## config.mk

```make
export PLATFORM = sky130hd
export DESIGN_NAME = nios_mtl_sysid_ctrl
export DESIGN_NICKNAME = d
export VERILOG_FILES = /design/src/rtl/nios_mtl_sysid_ctrl.sv
export SDC_FILE = /design/constraint.sdc
export NUM_CORES = 1
export LEC_CHECK = 0
export CORE_ASPECT_RATIO = 0.7
export CORE_MARGIN = 3
export CORE_UTILIZATION = 46
export CTS_CLUSTER_SIZE = 14
export DETAILED_ROUTE_END_ITERATION = 6
export GPL_TIMING_DRIVEN = 0
export PLACE_DENSITY = 0.85
export SLEW_MARGIN = 5
export SYNTH_ARGS = -nofsm -noshare
export SYNTH_HDL_FRONTEND = slang
export SYNTH_SLANG_ARGS = --single-unit
```

## constraint.sdc

```tcl
create_clock -name clock -period 3.2 [get_ports clock]
set_input_delay 0.64 -clock clock [delete_from_list [all_inputs] [get_ports clock]]
set_output_delay 0.64 -clock clock [all_outputs]
set_load 0.01 [all_outputs]
```

## src/rtl/nios_mtl_sysid_ctrl.sv

```systemverilog
// nios_mtl_sysid_ctrl: boot-time sequencer and arbiter in front of the Qsys
// system-ID slave. Reads ID and timestamp words, compares them with build-time
// expectations with bounded retry, then hands the slave to a host Avalon master.
// Optional feature macro: SYSID_CTRL_IRQ_EN adds an irq output raised on failure.
module nios_mtl_sysid_ctrl #(
  parameter logic [31:0] EXPECTED_ID  = 32'd0,
  parameter logic [31:0] EXPECTED_TS  = 32'd1459342059,
  parameter int unsigned READ_LATENCY = 0,
  parameter int unsigned MAX_RETRY    = 3
) (
  input  logic        clock,
  input  logic        reset_n,
  input  logic        start,
  output logic        sid_address,
  input  logic [31:0] sid_readdata,
  input  logic        m_address,
  input  logic        m_read,
  output logic [31:0] m_readdata,
  output logic        m_waitrequest,
  output logic        busy,
  output logic        done,
  output logic        pass,
  output logic        fail,
  output logic [3:0]  retry_cnt,
  output logic [31:0] id_word,
  output logic [31:0] ts_word
`ifdef SYSID_CTRL_IRQ_EN
  ,
  output logic        irq
`endif
);

  localparam int unsigned WAIT_W   = 3;
  localparam int unsigned CNT_W    = 4;
  localparam int unsigned HOLD     = (READ_LATENCY > 0) ? READ_LATENCY - 1 : 0;
  localparam logic [WAIT_W-1:0] LAST_WAIT = WAIT_W'(READ_LATENCY);
  localparam logic [WAIT_W-1:0] HOLD_CNT  = WAIT_W'(HOLD);
  localparam logic [CNT_W-1:0]  RETRY_MAX = CNT_W'(MAX_RETRY);
  localparam logic              HAS_LAT   = (READ_LATENCY != 0);

  typedef enum logic [2:0] {
    S_BOOT  = 3'd0,
    S_RD_ID = 3'd1,
    S_RD_TS = 3'd2,
    S_CHECK = 3'd3,
    S_DONE  = 3'd4
  } state_t;

  state_t            r_state;
  state_t            w_next;
  logic [WAIT_W-1:0] r_wait;
  logic [WAIT_W-1:0] r_hcnt;
  logic              r_read_d;
  logic              r_addr_d;
  logic              r_busy;
  logic              r_done;
  logic              r_pass;
  logic              r_fail;
  logic [CNT_W-1:0]  r_retry;
  logic [31:0]       r_id_word;
  logic [31:0]       r_ts_word;
  logic              r_irq;
  logic              w_rd_active;
  logic              w_rd_last;
  logic              w_match;
  logic              w_can_retry;
  logic              w_host_evt;

  assign w_rd_active = (r_state == S_RD_ID) || (r_state == S_RD_TS);
  assign w_rd_last   = (r_wait == LAST_WAIT);
  assign w_match     = (r_id_word == EXPECTED_ID) && (r_ts_word == EXPECTED_TS);
  assign w_can_retry = (r_retry < RETRY_MAX);

  assign busy      = r_busy;
  assign done      = r_done;
  assign pass      = r_pass;
  assign fail      = r_fail;
  assign retry_cnt = r_retry;
  assign id_word   = r_id_word;
  assign ts_word   = r_ts_word;
`ifdef SYSID_CTRL_IRQ_EN
  assign irq       = r_irq;
`endif

  // State register
  always_ff @(posedge clock or negedge reset_n) begin
    if (!reset_n) r_state <= S_BOOT;
    else          r_state <= w_next;
  end

  // Next-state logic: read both words, compare, retry or finish
  always_comb begin
    w_next = r_state;
    case (r_state)
      S_BOOT:  w_next = S_RD_ID;
      S_RD_ID: if (w_rd_last) w_next = S_RD_TS;
      S_RD_TS: if (w_rd_last) w_next = S_CHECK;
      S_CHECK: begin
        if (w_match)          w_next = S_DONE;
        else if (w_can_retry) w_next = S_RD_ID;
        else                  w_next = S_DONE;
      end
      S_DONE:  if (start) w_next = S_RD_ID;
      default: w_next = S_BOOT;
    endcase
  end

  // Slave ownership and host stall; a start in DONE pre-empts the host
  always_comb begin
    sid_address   = 1'b0;
    m_readdata    = '0;
    m_waitrequest = 1'b1;
    w_host_evt    = 1'b0;
    case (r_state)
      S_RD_TS: sid_address = 1'b1;
      S_DONE: begin
        sid_address = m_address;
        if (!start) begin
          m_readdata    = sid_readdata;
          w_host_evt    = m_read && (!r_read_d || (m_address != r_addr_d));
          m_waitrequest = HAS_LAT && (w_host_evt || (r_hcnt != '0));
        end
      end
      default: ;
    endcase
  end

  // Wait counter, word capture, result flags and host-latency tracking
  always_ff @(posedge clock or negedge reset_n) begin
    if (!reset_n) begin
      r_wait    <= '0;
      r_hcnt    <= '0;
      r_read_d  <= 1'b0;
      r_addr_d  <= 1'b0;
      r_busy    <= 1'b0;
      r_done    <= 1'b0;
      r_pass    <= 1'b0;
      r_fail    <= 1'b0;
      r_retry   <= '0;
      r_id_word <= '0;
      r_ts_word <= '0;
      r_irq     <= 1'b0;
    end else begin
      r_busy <= (w_next == S_RD_ID) || (w_next == S_RD_TS) || (w_next == S_CHECK);
      r_done <= (w_next == S_DONE);

      if (w_rd_active && !w_rd_last) r_wait <= r_wait + WAIT_W'(1);
      else                           r_wait <= '0;

      if ((r_state == S_RD_ID) && w_rd_last) r_id_word <= sid_readdata;
      if ((r_state == S_RD_TS) && w_rd_last) r_ts_word <= sid_readdata;

      case (r_state)
        S_CHECK: begin
          if (w_match)          r_pass  <= 1'b1;
          else if (w_can_retry) r_retry <= r_retry + CNT_W'(1);
          else begin
            r_fail <= 1'b1;
            r_irq  <= 1'b1;
          end
        end
        S_DONE: begin
          if (start) begin
            r_pass  <= 1'b0;
            r_fail  <= 1'b0;
            r_retry <= '0;
            r_irq   <= 1'b0;
          end
        end
        default: ;
      endcase

      r_read_d <= (r_state == S_DONE) && m_read;
      r_addr_d <= m_address;
      if (r_state != S_DONE)  r_hcnt <= '0;
      else if (w_host_evt)    r_hcnt <= HOLD_CNT;
      else if (r_hcnt != '0)  r_hcnt <= r_hcnt - WAIT_W'(1);
    end
  end

`ifndef SYSID_CTRL_IRQ_EN
  logic w_irq_unused;
  assign w_irq_unused = r_irq;
`endif

endmodule

```

Yosys cells after proc, flatten, opt, wreduce, memory -nomap -nowiden
Cells that the tools add are included.

Bits in registers: 78. Word-level logic and storage cells: 63. Bits of input ports: 37. Output and inout bits: 106.

Reductions and logical operators: 15. Equality and inequality tests: 14. Order comparisons: 1. Mux-type cells: 22. Add/subtract/negate cells: 2.

Operators by type and width (number): 32-bit 2-to-1 mux (2); 32-bit by 31-bit equality test with 1-bit output, second input constant (1); 32-bit logical NOT (1); 3-bit 2-to-1 mux (6); 3-bit case mux with 5 select lines (1); 3-bit by 2-bit equality test with 1-bit output, second input constant (4); 4-bit 2-to-1 mux (3); 2-bit != test, second input constant (5); 4-bit case mux with 2 select lines (1); 4-bit AND reduction (2); 3-bit by 1-bit equality test with 1-bit output, second input constant (2); 3-bit equality test, second input constant (2); 3-bit logical NOT (2); 1-bit 2-to-1 mux (6); 1-bit case mux with 2 select lines (3); 4-bit by 1-bit adder with 4-bit output, second input constant (1); 1-bit logical AND (4); 4-bit by 2-bit < comparator with 1-bit output, second input constant (1); 3-bit by 1-bit adder with 3-bit output, second input constant (1); 1-bit logical OR (3); 3-bit AND reduction (1); 2-bit nonzero test (1); 1-bit logical NOT (1).

Longest topological paths before layout
Gate-level depths: netlist of run 1.

Depth in word-level cells: 7. Gate-level depth with buffers: 7. Gate-level depth less buffers: 6.

Least setup slack after synthesis of run 1
No wires, ideal clock.

Kind: register to register. Start: reg r_id_word[1], in the netlist id_word[1]. End: reg r_busy, in the netlist busy. Stages on the path, launching flop included: 6. Data arrival time: 1980 ps. Buffers on the path: 0. Period minus slack after synthesis: 2104 ps. Setup time: 124 ps. Data required time: 3076 ps. Path slack: 1096 ps. Path through: dfrtp_1 -> or4_1 -> or4_4 -> nor4_4 -> nor4_2 -> a211o_1.

Longest elaborated chain between the ends: 7. Elaborated cells on any way between the ends: 9. Classes of those cells: eq/ne (3); mux (2); reduce/logical (4).

Ends and longest elaborated chain: from (decl) (RTL line 60) `logic [31:0] r_id_word;`; from (signal assigned) (RTL line 150) `if ((r_state == S_RD_ID) && w_rd_last) r_id_word <= sid_readdata;`; 32-bit logical NOT * (RTL line 71) `assign w_match = (r_id_word == EXPECTED_ID) && (r_ts_word == EXPECTED_TS);`; 1-bit logical AND * (RTL line 71); 3-bit 2-to-1 mux * (RTL line 99) `if (w_match) w_next = S_DONE;`; 3-bit case mux with 5 select lines * (RTL line 94) `case (r_state)`; 3-bit by 1-bit equality test with 1-bit output or 3-bit by 2-bit equality test with 1-bit output (tied branches) (RTL line 144) `r_busy <= (w_next == S_RD_ID) || (w_next == S_RD_TS) || (w_next == S_CHECK);`; 1-bit logical OR (RTL line 144); 1-bit logical OR * (RTL line 144); to (signal assigned) (RTL line 144); to (decl) (RTL line 55) `logic r_busy;`.

Every way passes the cells marked *; elsewhere a longest branch is shown, timed or not. A chain may end at the register's enable or synchronous reset.

Final worst setup path of run 1
Start: reg r_state[1]. End: out m_readdata[27].

Longest elaborated chain between the ends: 2.

Ends and longest elaborated chain: from (decl) (RTL line 49) `state_t r_state;`; from (signal assigned) (RTL line 88) `else r_state <= w_next;`; 3-bit equality test (RTL line 114) `case (r_state)`; 32-bit 2-to-1 mux (RTL line 114); to (decl) (RTL line 18) `output logic [31:0] m_readdata,`.

No other way between the ends.

==> results.sh, run 1 <==
export IMPL_drive_gt1_share_pct=21.8
export IMPL_crit_arrival_ns=2.39
export IMPL_layout_commonest_cell="clkdlybuf4s50_1"
export IMPL_finClkSkew_ns=0.00792
export IMPL_synth_area_um2=3420
export IMPL_final_cell_mix="clkdlybuf4s50_1, dfrtp_1, mux2_2, and2_1, clkbuf_8"
export IMPL_avgSynthCellArea_um2=13.3
export IMPL_drt_wl_total_um=9490
export IMPL_ctsHtreeMaxLevel=3
export IMPL_fin_crit_ns=3.03
export IMPL_finalCritPeriodShare_pct=94.6
export IMPL_grt_max_degree=41
export IMPL_slew_violations=0
export IMPL_ios=143
export IMPL_yosysTopAreaCellShare_pct=57.0
export IMPL_cts_buffer_depth=2
export IMPL_dieArea_um2=8530
export IMPL_n_antenna_cell=0
export IMPL_coreArea_um2=6980
export IMPL_synth_edf_count=0
export IMPL_synth_seq_cells=78
export IMPL_leakage_nw=2.17
export IMPL_ir_drop_uv=509
export IMPL_r2r_cells=7
export IMPL_areaGrowthSynthToFinish_pct=51.6
export IMPL_antenna_left=0
export IMPL_startpoint_type="flip-flop"
export IMPL_die_height_um=78.2
export IMPL_ys_seq_area_share_pct=57.0
export IMPL_insertion_delay_ns=0.35
export IMPL_fp_dieW_um=109
export IMPL_r2r_start="r_wait[0]"
export IMPL_initial_utilization_pct=49.1
export IMPL_final_cells=507
export IMPL_hold_viol=0
export IMPL_r2r_setup_slack_ns=0.82
export IMPL_place_ws_ns=-0.199
export IMPL_netlist_instances=258
export IMPL_worst_slack_ns=0.173
export IMPL_synthArstFlopShare_pct=100
export IMPL_antenna_found_initial=0
export IMPL_worst_pin_slew_ns=0.762
export IMPL_maxCapViolCount=0
export IMPL_worst_setup_path_end_kind="output pin"
export IMPL_r2r_end="id_word[30]"
export IMPL_post_cts_buffers=0
export IMPL_grt_pass1_wl_um=15000
export IMPL_root_buffer="clkbuf_8"
export IMPL_hold_path_class="primary input to asynchronous set/reset pin"
export IMPL_rows=25
export IMPL_tritoncts="done"
export IMPL_drt_iter0_drc=88
export IMPL_cp_max_fo=10
export IMPL_io_buffers=141
export IMPL_grt_overflow_total=0
export IMPL_gp_congestion=0.803
export IMPL_ys_types=36
export IMPL_ys_flop_type="dfrtp_1"
export IMPL_ys_warn_count=0
export IMPL_place_inst=494
export IMPL_clock_sinks=78
export IMPL_powerDensity_nw_per_um2=978
export IMPL_worstSetupPathType="flip-flop to output pin"
export IMPL_via_per_inst=5.38
export IMPL_fin_setup_tns_ns=0
export IMPL_required_ns=2.56
export IMPL_status="complete, no violations"
export IMPL_synth_area_leaders="dfrtp_1, mux2_2, and2_1"
export IMPL_cts_buffers=9
export IMPL_clk_pin_slew_ns=0.08
export IMPL_final_core_util_pct=74.4
export IMPL_synth_largest_area_cell="dfrtp_1"
export IMPL_dp_hpwl_um=7280
export IMPL_layout_nets=450
export IMPL_setup_viol=0
export IMPL_fmax_mhz=330
export IMPL_track_usage_pct=23.3
export IMPL_nFillCells=480
export IMPL_wire_per_inst_um=18.7
export IMPL_vias=2729
export IMPL_drc=0
export IMPL_first_global_vias=2785
export IMPL_relSlewSlack_pct=49.2
export IMPL_dr_pass1_iters=4
export IMPL_synthesis_nets=298
## metrics by stage
stage,hold slack [ns],power (W),instance area (um2)
after global placement,0.481,0.00422,4950
after detailed placement,0.483,0.00431,4970
after floorplan,0.344,0.00297,3420
after CTS,0.255,0.00509,5180
after global routing,0.275,0.00537,5190
final,0.252,0.00507,5190
## worst max-delay path, stage by stage, from the launching register on
cell             delay, ns
dfrtp_1               0.36
clkbuf_1              0.23
nor2_4                0.18
nand2_1               0.11
nor2_4                0.20
buf_2                 0.25
and2_1                0.16
clkdlybuf4s50_1       0.54
## power by group
part           leakage (nW)  switching (W)  internal (W)
sequential            0.924       0.000398       0.00146
combinational          1.14       0.000967       0.00147
clock                 0.102       0.000343      0.000431
total                  2.17        0.00171       0.00336
## per-layer routing
layer  vias up  global-route usage (%)  routed length (um)
met1      1370                    31.4                4230
met5         -                       0                   0
met4         0                    7.19                 109
met3        15                    7.64                 875
li1       1218                       -                   -
met2       126                    36.0                4270
## synth_stat cells (all sizes together), types with 3 or more instances
| cell type | instances |
|---|---|
| clkbuf | 8 |
| nor4 | 8 |
| nor2 | 7 |
| buf | 6 |
| dfrtp | 78 |
| nand4b | 3 |
| and2 | 34 |
| a21oi | 3 |
| nand2b | 3 |
| mux2 | 65 |
| nand4 | 3 |
| ha | 3 |
| nand2 | 7 |
| inv | 4 |
| mux2i | 3 |
## worst max-delay path by stage
stage / start / endpoint / slack, ns / depth (start not counted)
floorplan: id_word[1] / busy / 1.10 / 5
global placement: reset_n / retry_cnt[0] / -1.18 / 1
detailed placement: start / m_readdata[27] / -0.20 / 5
CTS: r_state[1] / m_readdata[22] / 0.03 / 7
global route: r_state[0] / m_readdata[22] / -0.01 / 7
finish: r_state[1] / m_readdata[27] / 0.17 / 7
## cell type report
cell class | count | area [um2] | area share, %
inverter | 4 | 15.0 | 0.289
clock buffer | 10 | 128 | 2.46
buffer | 13 | 57.6 | 1.11
sequential | 78 | 1950 | 37.6
timing repair buffer | 142 | 1430 | 27.5
clock inverter | 4 | 73.8 | 1.42
multi-input combinational | 162 | 1420 | 27.3
tap | 94 | 118 | 2.27
## flip-flops by register name, indices dropped and copies added, names as in the netlist
signal	cells
busy	1
done	1
fail	1
id_word	32
pass	1
r_state	3
r_wait	3
retry_cnt	4
ts_word	32
## timing repair
| action | 4_1_cts | 5_1_grt |
|---|---|---|
| endpoints found under the hold margin | 0 | 0 |
| endpoints found under the setup margin | 30 | 30 |
| hold buffers | 0 | 0 |
| gates cloned | 0 | 0 |
| resized for setup | 5 | 5 |
## cell families after synthesis
family | count (synthesis) | synth area share (%)
AO/OA/AOI/OAI | 8 | 1.57
flip-flops | 78 | 57.0
AND/OR/NAND/NOR | 82 | 15.7
XOR/XNOR | 1 | 0.256
multiplexers | 68 | 22.3
buffers and inverters | 18 | 2.05
adder cells (fa/ha/maj) | 3 | 1.10
No activity file was read; power rests on OpenSTA's default activity.
==> run 2: changes to the inputs <==
--- a/config.mk
+++ b/config.mk
@@ -5,6 +5,7 @@
 export SDC_FILE = /design/constraint.sdc
 export NUM_CORES = 1
 export LEC_CHECK = 0
+export CAP_MARGIN = 5
 export CORE_ASPECT_RATIO = 0.7
 export CORE_MARGIN = 3
 export CORE_UTILIZATION = 46
@@ -12,6 +13,7 @@
 export DETAILED_ROUTE_END_ITERATION = 6
 export GPL_TIMING_DRIVEN = 0
 export PLACE_DENSITY = 0.85
+export RECOVER_POWER = 50
 export SLEW_MARGIN = 5
 export SYNTH_ARGS = -nofsm -noshare
 export SYNTH_HDL_FRONTEND = slang
==> results.sh, run 2 (synthesized netlist as in run 1, its figures left out) <==
export IMPL_required_ns=2.56
export IMPL_areaGrowthSynthToFinish_pct=51.0
export IMPL_drt_wl_total_um=9460
export IMPL_finClkSkew_ns=0.00762
export IMPL_startpoint="start"
export IMPL_startpoint_type="primary input"
export IMPL_clock_sinks=78
export IMPL_finalCritPeriodShare_pct=96.2
export IMPL_post_cts_buffers=0
export IMPL_dr_pass1_iters=4
export IMPL_clk_pin_slew_ns=0.07
export IMPL_powerDensity_nw_per_um2=958
export IMPL_initial_utilization_pct=49.1
export IMPL_leakage_nw=2.18
export IMPL_whs_path_depth=1
export IMPL_grt_pass1_wl_um=15000
export IMPL_tritoncts="done"
export IMPL_drt_iter0_drc=88
export IMPL_first_global_vias=2785
export IMPL_via_per_inst=5.30
export IMPL_grt_max_degree=41
export IMPL_insertion_delay_ns=0.35
export IMPL_worst_pin_slew_ns=1.99
export IMPL_rows=25
export IMPL_vias=2687
export IMPL_cpPeakStageDelay_ns=0.62
export IMPL_antenna_left=0
export IMPL_root_buffer="clkbuf_8"
export IMPL_status="complete, but fails checks"
export IMPL_r2r_start="r_wait[0]"
export IMPL_maxCapViolCount=1
export IMPL_r2r_setup_slack_ns=0.82
export IMPL_final_core_util_pct=74.1
export IMPL_place_inst=494
export IMPL_layout_nets=450
export IMPL_violations="capacitance limit, slew limit"
export IMPL_ir_drop_uv=496
export IMPL_slowest_stage="dlygate4sd3_1"
export IMPL_min_delay_start="fail"
export IMPL_hold_path_endpoint="fail"
export IMPL_hold_viol=0
export IMPL_worst_setup_path_end_kind="output pin"
export IMPL_antenna_found_initial=0
export IMPL_final_cells=507
export IMPL_slew_violations=40
export IMPL_wire_per_inst_um=18.6
export IMPL_whs_ns=0.488
export IMPL_n_antenna_cell=0
export IMPL_setup_viol=0
export IMPL_dp_hpwl_um=7280
export IMPL_ctsHtreeMaxLevel=3
export IMPL_layout_commonest_cell="clkdlybuf4s50_1"
export IMPL_die_height_um=78.2
export IMPL_dieArea_um2=8530
export IMPL_ctsHoldBuffers=0
export IMPL_finalPower_w=0.00495
export IMPL_crit_arrival_ns=2.44
export IMPL_cp_max_fo=10
export IMPL_hold_path_class="flip-flop to flip-flop"
export IMPL_r2r_cells=7
export IMPL_track_usage_pct=23.3
export IMPL_relSlewSlack_pct=-32.9
export IMPL_ios=143
export IMPL_worstSetupPathType="primary input to output pin"
export IMPL_coreArea_um2=6980
export IMPL_final_cell_mix="clkdlybuf4s50_1, dfrtp_1, mux2_2, dlygate4sd3_1, and2_1"
export IMPL_gp_congestion=0.803
export IMPL_crit_chain="dlygate4sd3_1 > nor2_4 > buf_2 > and2_1 > clkdlybuf4s50_1"
export IMPL_io_buffers=141
export IMPL_placed_area_um2=4970
export IMPL_drc=0
export IMPL_cts_buffer_depth=2
export IMPL_fin_crit_ns=3.08
export IMPL_postLayoutCellArea_um2=5170
export IMPL_grt_overflow_total=0
export IMPL_fmax_mhz=325
export IMPL_r2r_end="id_word[30]"
export IMPL_cts_buffers=9
export IMPL_fp_dieW_um=109
export IMPL_drive_gt1_share_pct=21.5
-- run 2: power by group --
part | internal [W] | switching, W | total [W]
Combinational | 0.00137 | 0.000967 | 0.00234
Sequential | 0.00146 | 0.000383 | 0.00184
Clock | 0.000431 | 0.000342 | 0.000773
Total | 0.00326 | 0.00169 | 0.00495
-- run 2: worst max-delay path by stage --
stage | end | slack (ns) | cells past startpoint
final | m_readdata[27] | 0.12 | 5
after global routing | m_readdata[22] | -0.01 | 7
after CTS | m_readdata[22] | 0.03 | 7
after detailed placement | m_readdata[27] | -0.20 | 5
after global placement | retry_cnt[0] | -1.18 | 1
after floorplan | busy | 1.10 | 5
-- run 2: through the flow --
step                worst slack, ns  setup TNS (ns)
floorplan                      1.10               0
global placement              -1.18          -94.37
detailed placement           -0.199           -3.91
CTS                          0.0278               0
global route               -0.00961         -0.0146
finish                        0.123               0
-- run 2: metal layers --
layer	GRT usage, %	share of wire (%)	vias up
met2	36.0	45	119
met1	31.4	45	1330
li1	-	-	1223
met5	0	0	-
met4	7.19	1.2	0
met3	7.64	9.1	15
-- run 2: repair_timing --
action	4_1_cts	5_1_grt
endpoints found under the setup margin	30	30
gates cloned	0	0
resized for setup	5	5
-- run 2: critical path, delay by kind of cell --
family	cells	cell delay, ns
buffers and inverters	3	1.41
and+or+nand+nor	2	0.38
-- run 2: final cells by class --
cell class	instances	area, um2
Inverter	4	15.0
Tap cell	94	118
Buffer	13	57.6
Multi-Input combinational cell	162	1420
Clock buffer	10	128
Sequential cell	78	1950
Clock inverter	4	73.8
Fill cell	482	1810
Timing Repair Buffer	142	1410
==> run 3: changes to the inputs <==
--- a/config.mk
+++ b/config.mk
@@ -8,11 +8,11 @@
 export CAP_MARGIN = 5
 export CORE_ASPECT_RATIO = 0.7
 export CORE_MARGIN = 3
-export CORE_UTILIZATION = 46
+export CORE_UTILIZATION = 49
 export CTS_CLUSTER_SIZE = 14
 export DETAILED_ROUTE_END_ITERATION = 6
+export DONT_BUFFER_PORTS = 1
 export GPL_TIMING_DRIVEN = 0
-export PLACE_DENSITY = 0.85
 export RECOVER_POWER = 50
 export SLEW_MARGIN = 5
 export SYNTH_ARGS = -nofsm -noshare
==> results.sh, run 3 (synthesized netlist as in run 1, its figures left out) <==
export IMPL_clock_sinks=78
export IMPL_n_antenna_cell=0
export IMPL_dp_hpwl_um=5990
export IMPL_finClkSkew_ns=0.00954
export IMPL_root_buffer="clkbuf_8"
export IMPL_cpMostUsedCell="clkbuf_1"
export IMPL_drc=0
export IMPL_relSlewSlack_pct=-29.3
export IMPL_rsz0062_at_grt="false"
export IMPL_status="complete, but fails checks"
export IMPL_grt_max_degree=79
export IMPL_fmax_mhz=355
export IMPL_r2r_end="r_state[0]"
export IMPL_drive_gt1_share_pct=32.0
export IMPL_grt_busiest_layer="met2"
export IMPL_violations="capacitance limit, slew limit"
export IMPL_drt_iter0_drc=60
export IMPL_via_per_inst=5.70
export IMPL_grt_pass1_wl_um=12700
export IMPL_r2r_start="id_word[1]"
export IMPL_required_ns=2.56
export IMPL_clk_pin_slew_ns=0.08
export IMPL_finalCritPeriodShare_pct=88.0
export IMPL_hold_path_class="primary input to flip-flop"
export IMPL_final_cell_mix="dfrtp_1, mux2_2, and2_1, clkbuf_8, clkbuf_1"
export IMPL_first_global_vias=2120
export IMPL_slew_violations=79
export IMPL_layout_nets=310
export IMPL_hold_viol=0
export IMPL_areaGrowthSynthToFinish_pct=10.3
export IMPL_leakage_nw=1.63
export IMPL_maxCapViolCount=1
export IMPL_ctsHtreeMaxLevel=3
export IMPL_worst_pin_slew_ns=1.94
export IMPL_drt_wl_total_um=8200
export IMPL_cts_buffers=9
export IMPL_postLayoutCellArea_um2=3780
export IMPL_layout_commonest_cell="dfrtp_1"
export IMPL_antenna_left=0
export IMPL_vias=2088
export IMPL_r2r_setup_slack_ns=0.80
export IMPL_grtUsageMet2_pct=29.9
export IMPL_min_delay_start="sid_readdata[13]"
export IMPL_ios=143
export IMPL_fin_setup_tns_ns=0
export IMPL_cpPeakStageDelay_ns=0.38
export IMPL_slowest_stage="clkbuf_1"
export IMPL_worst_setup_path_end_kind="output pin"
export IMPL_io_buffers=0
export IMPL_antenna_found_initial=0
export IMPL_worstSetupPathType="flip-flop to output pin"
export IMPL_gr_usage_met3_pct=10.2
export IMPL_hold_path_endpoint="ts_word[13]"
export IMPL_crit_chain="clkbuf_1 > nor2_1 > nand2_1 > nor2_2 > clkbuf_1 > and2_1"
export IMPL_path_buf_inv=2
export IMPL_gp_congestion=0.766
export IMPL_fin_crit_ns=2.82
export IMPL_met1_usage_pct=29.7
export IMPL_rows=24
export IMPL_tritoncts="done"
export IMPL_track_usage_pct=21.0
export IMPL_insertion_delay_ns=0.34
export IMPL_initial_utilization_pct=52.8
export IMPL_r2r_cells=5
export IMPL_crit_arrival_ns=2.18
export IMPL_grt_overflow_total=0
export IMPL_fp_dieW_um=106
export IMPL_setup_viol=0
export IMPL_wire_per_inst_um=22.4
export IMPL_ir_drop_uv=444
export IMPL_coreArea_um2=6490
export IMPL_whs_path_depth=1
export IMPL_cp_max_fo=10
export IMPL_placed_area_um2=3540
export IMPL_die_height_um=75.9
export IMPL_dr_pass1_iters=6
export IMPL_startpoint_type="flip-flop"
export IMPL_dieArea_um2=8040
export IMPL_cts_buffer_depth=2
export IMPL_cp_top_family="simple AND/OR/NAND/NOR gates"
export IMPL_powerDensity_nw_per_um2=1100
run 3: cell count changes in the layout (fill, tap and decap cells not counted), moves of 2 or more:
cell             delta
nor2_4              -2
dlygate4sd3_1      -46
clkbuf_8            +2
clkbuf_1            +2
clkdlybuf4s50_1    -94
run 3: worst max-delay path by stage:
stage | cells after the start | slack (ns) | startpoint | endpoint
floorplan | 5 | 1.10 | id_word[1] | busy
global placement | 6 | 0.63 | r_state[1] | m_readdata[27]
detailed placement | 6 | 0.56 | r_state[1] | m_readdata[21]
CTS | 6 | 0.17 | r_state[1] | m_readdata[21]
global route | 6 | 0.12 | r_state[1] | m_readdata[21]
finish | 6 | 0.38 | r_state[0] | m_readdata[21]
run 3: area by class of cell:
type	count	area [um2]
well taps	91	114
plain buffers	14	55.1
inverters	4	15.0
flip-flops and latches	78	1950
clock inverters	5	81.3
repair buffers	1	5.00
multi-input cells	162	1400
fillers	551	2710
clock buffers	11	151
run 3: power breakdown:
| group | internal [W] | total [W] | switching, W |
|---|---|---|---|
| sequential | 0.00146 | 0.00214 | 0.000678 |
| combinational | 0.000680 | 0.00118 | 0.000500 |
| clock | 0.000482 | 0.000838 | 0.000356 |
run 3: repair_timing:
item                                    CTS  global route
hold buffers                              1             0
endpoints found under the hold margin    78             0
endpoints found under the setup margin    0            11
resized for setup                         0             1
buffers inserted                          0             0
run 3: layer usage:
layer  part of all wire [%]  vias to the layer above
li1                       -                      936
met1                     45                     1042
met2                     43                      105
met3                     11                        5
met4                   0.65                        0
met5                      0                        -
run 3: stage by stage:
step           power [W]  setup slack, ns  hold slack [ns]  std cells  util, %
2_1_floorplan    0.00297             1.10            0.344        258        -
3_3_place_gp     0.00329            0.628            0.346        349     54.5
3_5_place_dp     0.00333            0.564            0.346        349     54.5
4_1_cts          0.00420            0.173            0.189        366     58.5
5_1_grt          0.00441            0.119            0.390        366     58.2
6_report         0.00415            0.383            0.421        366     58.2
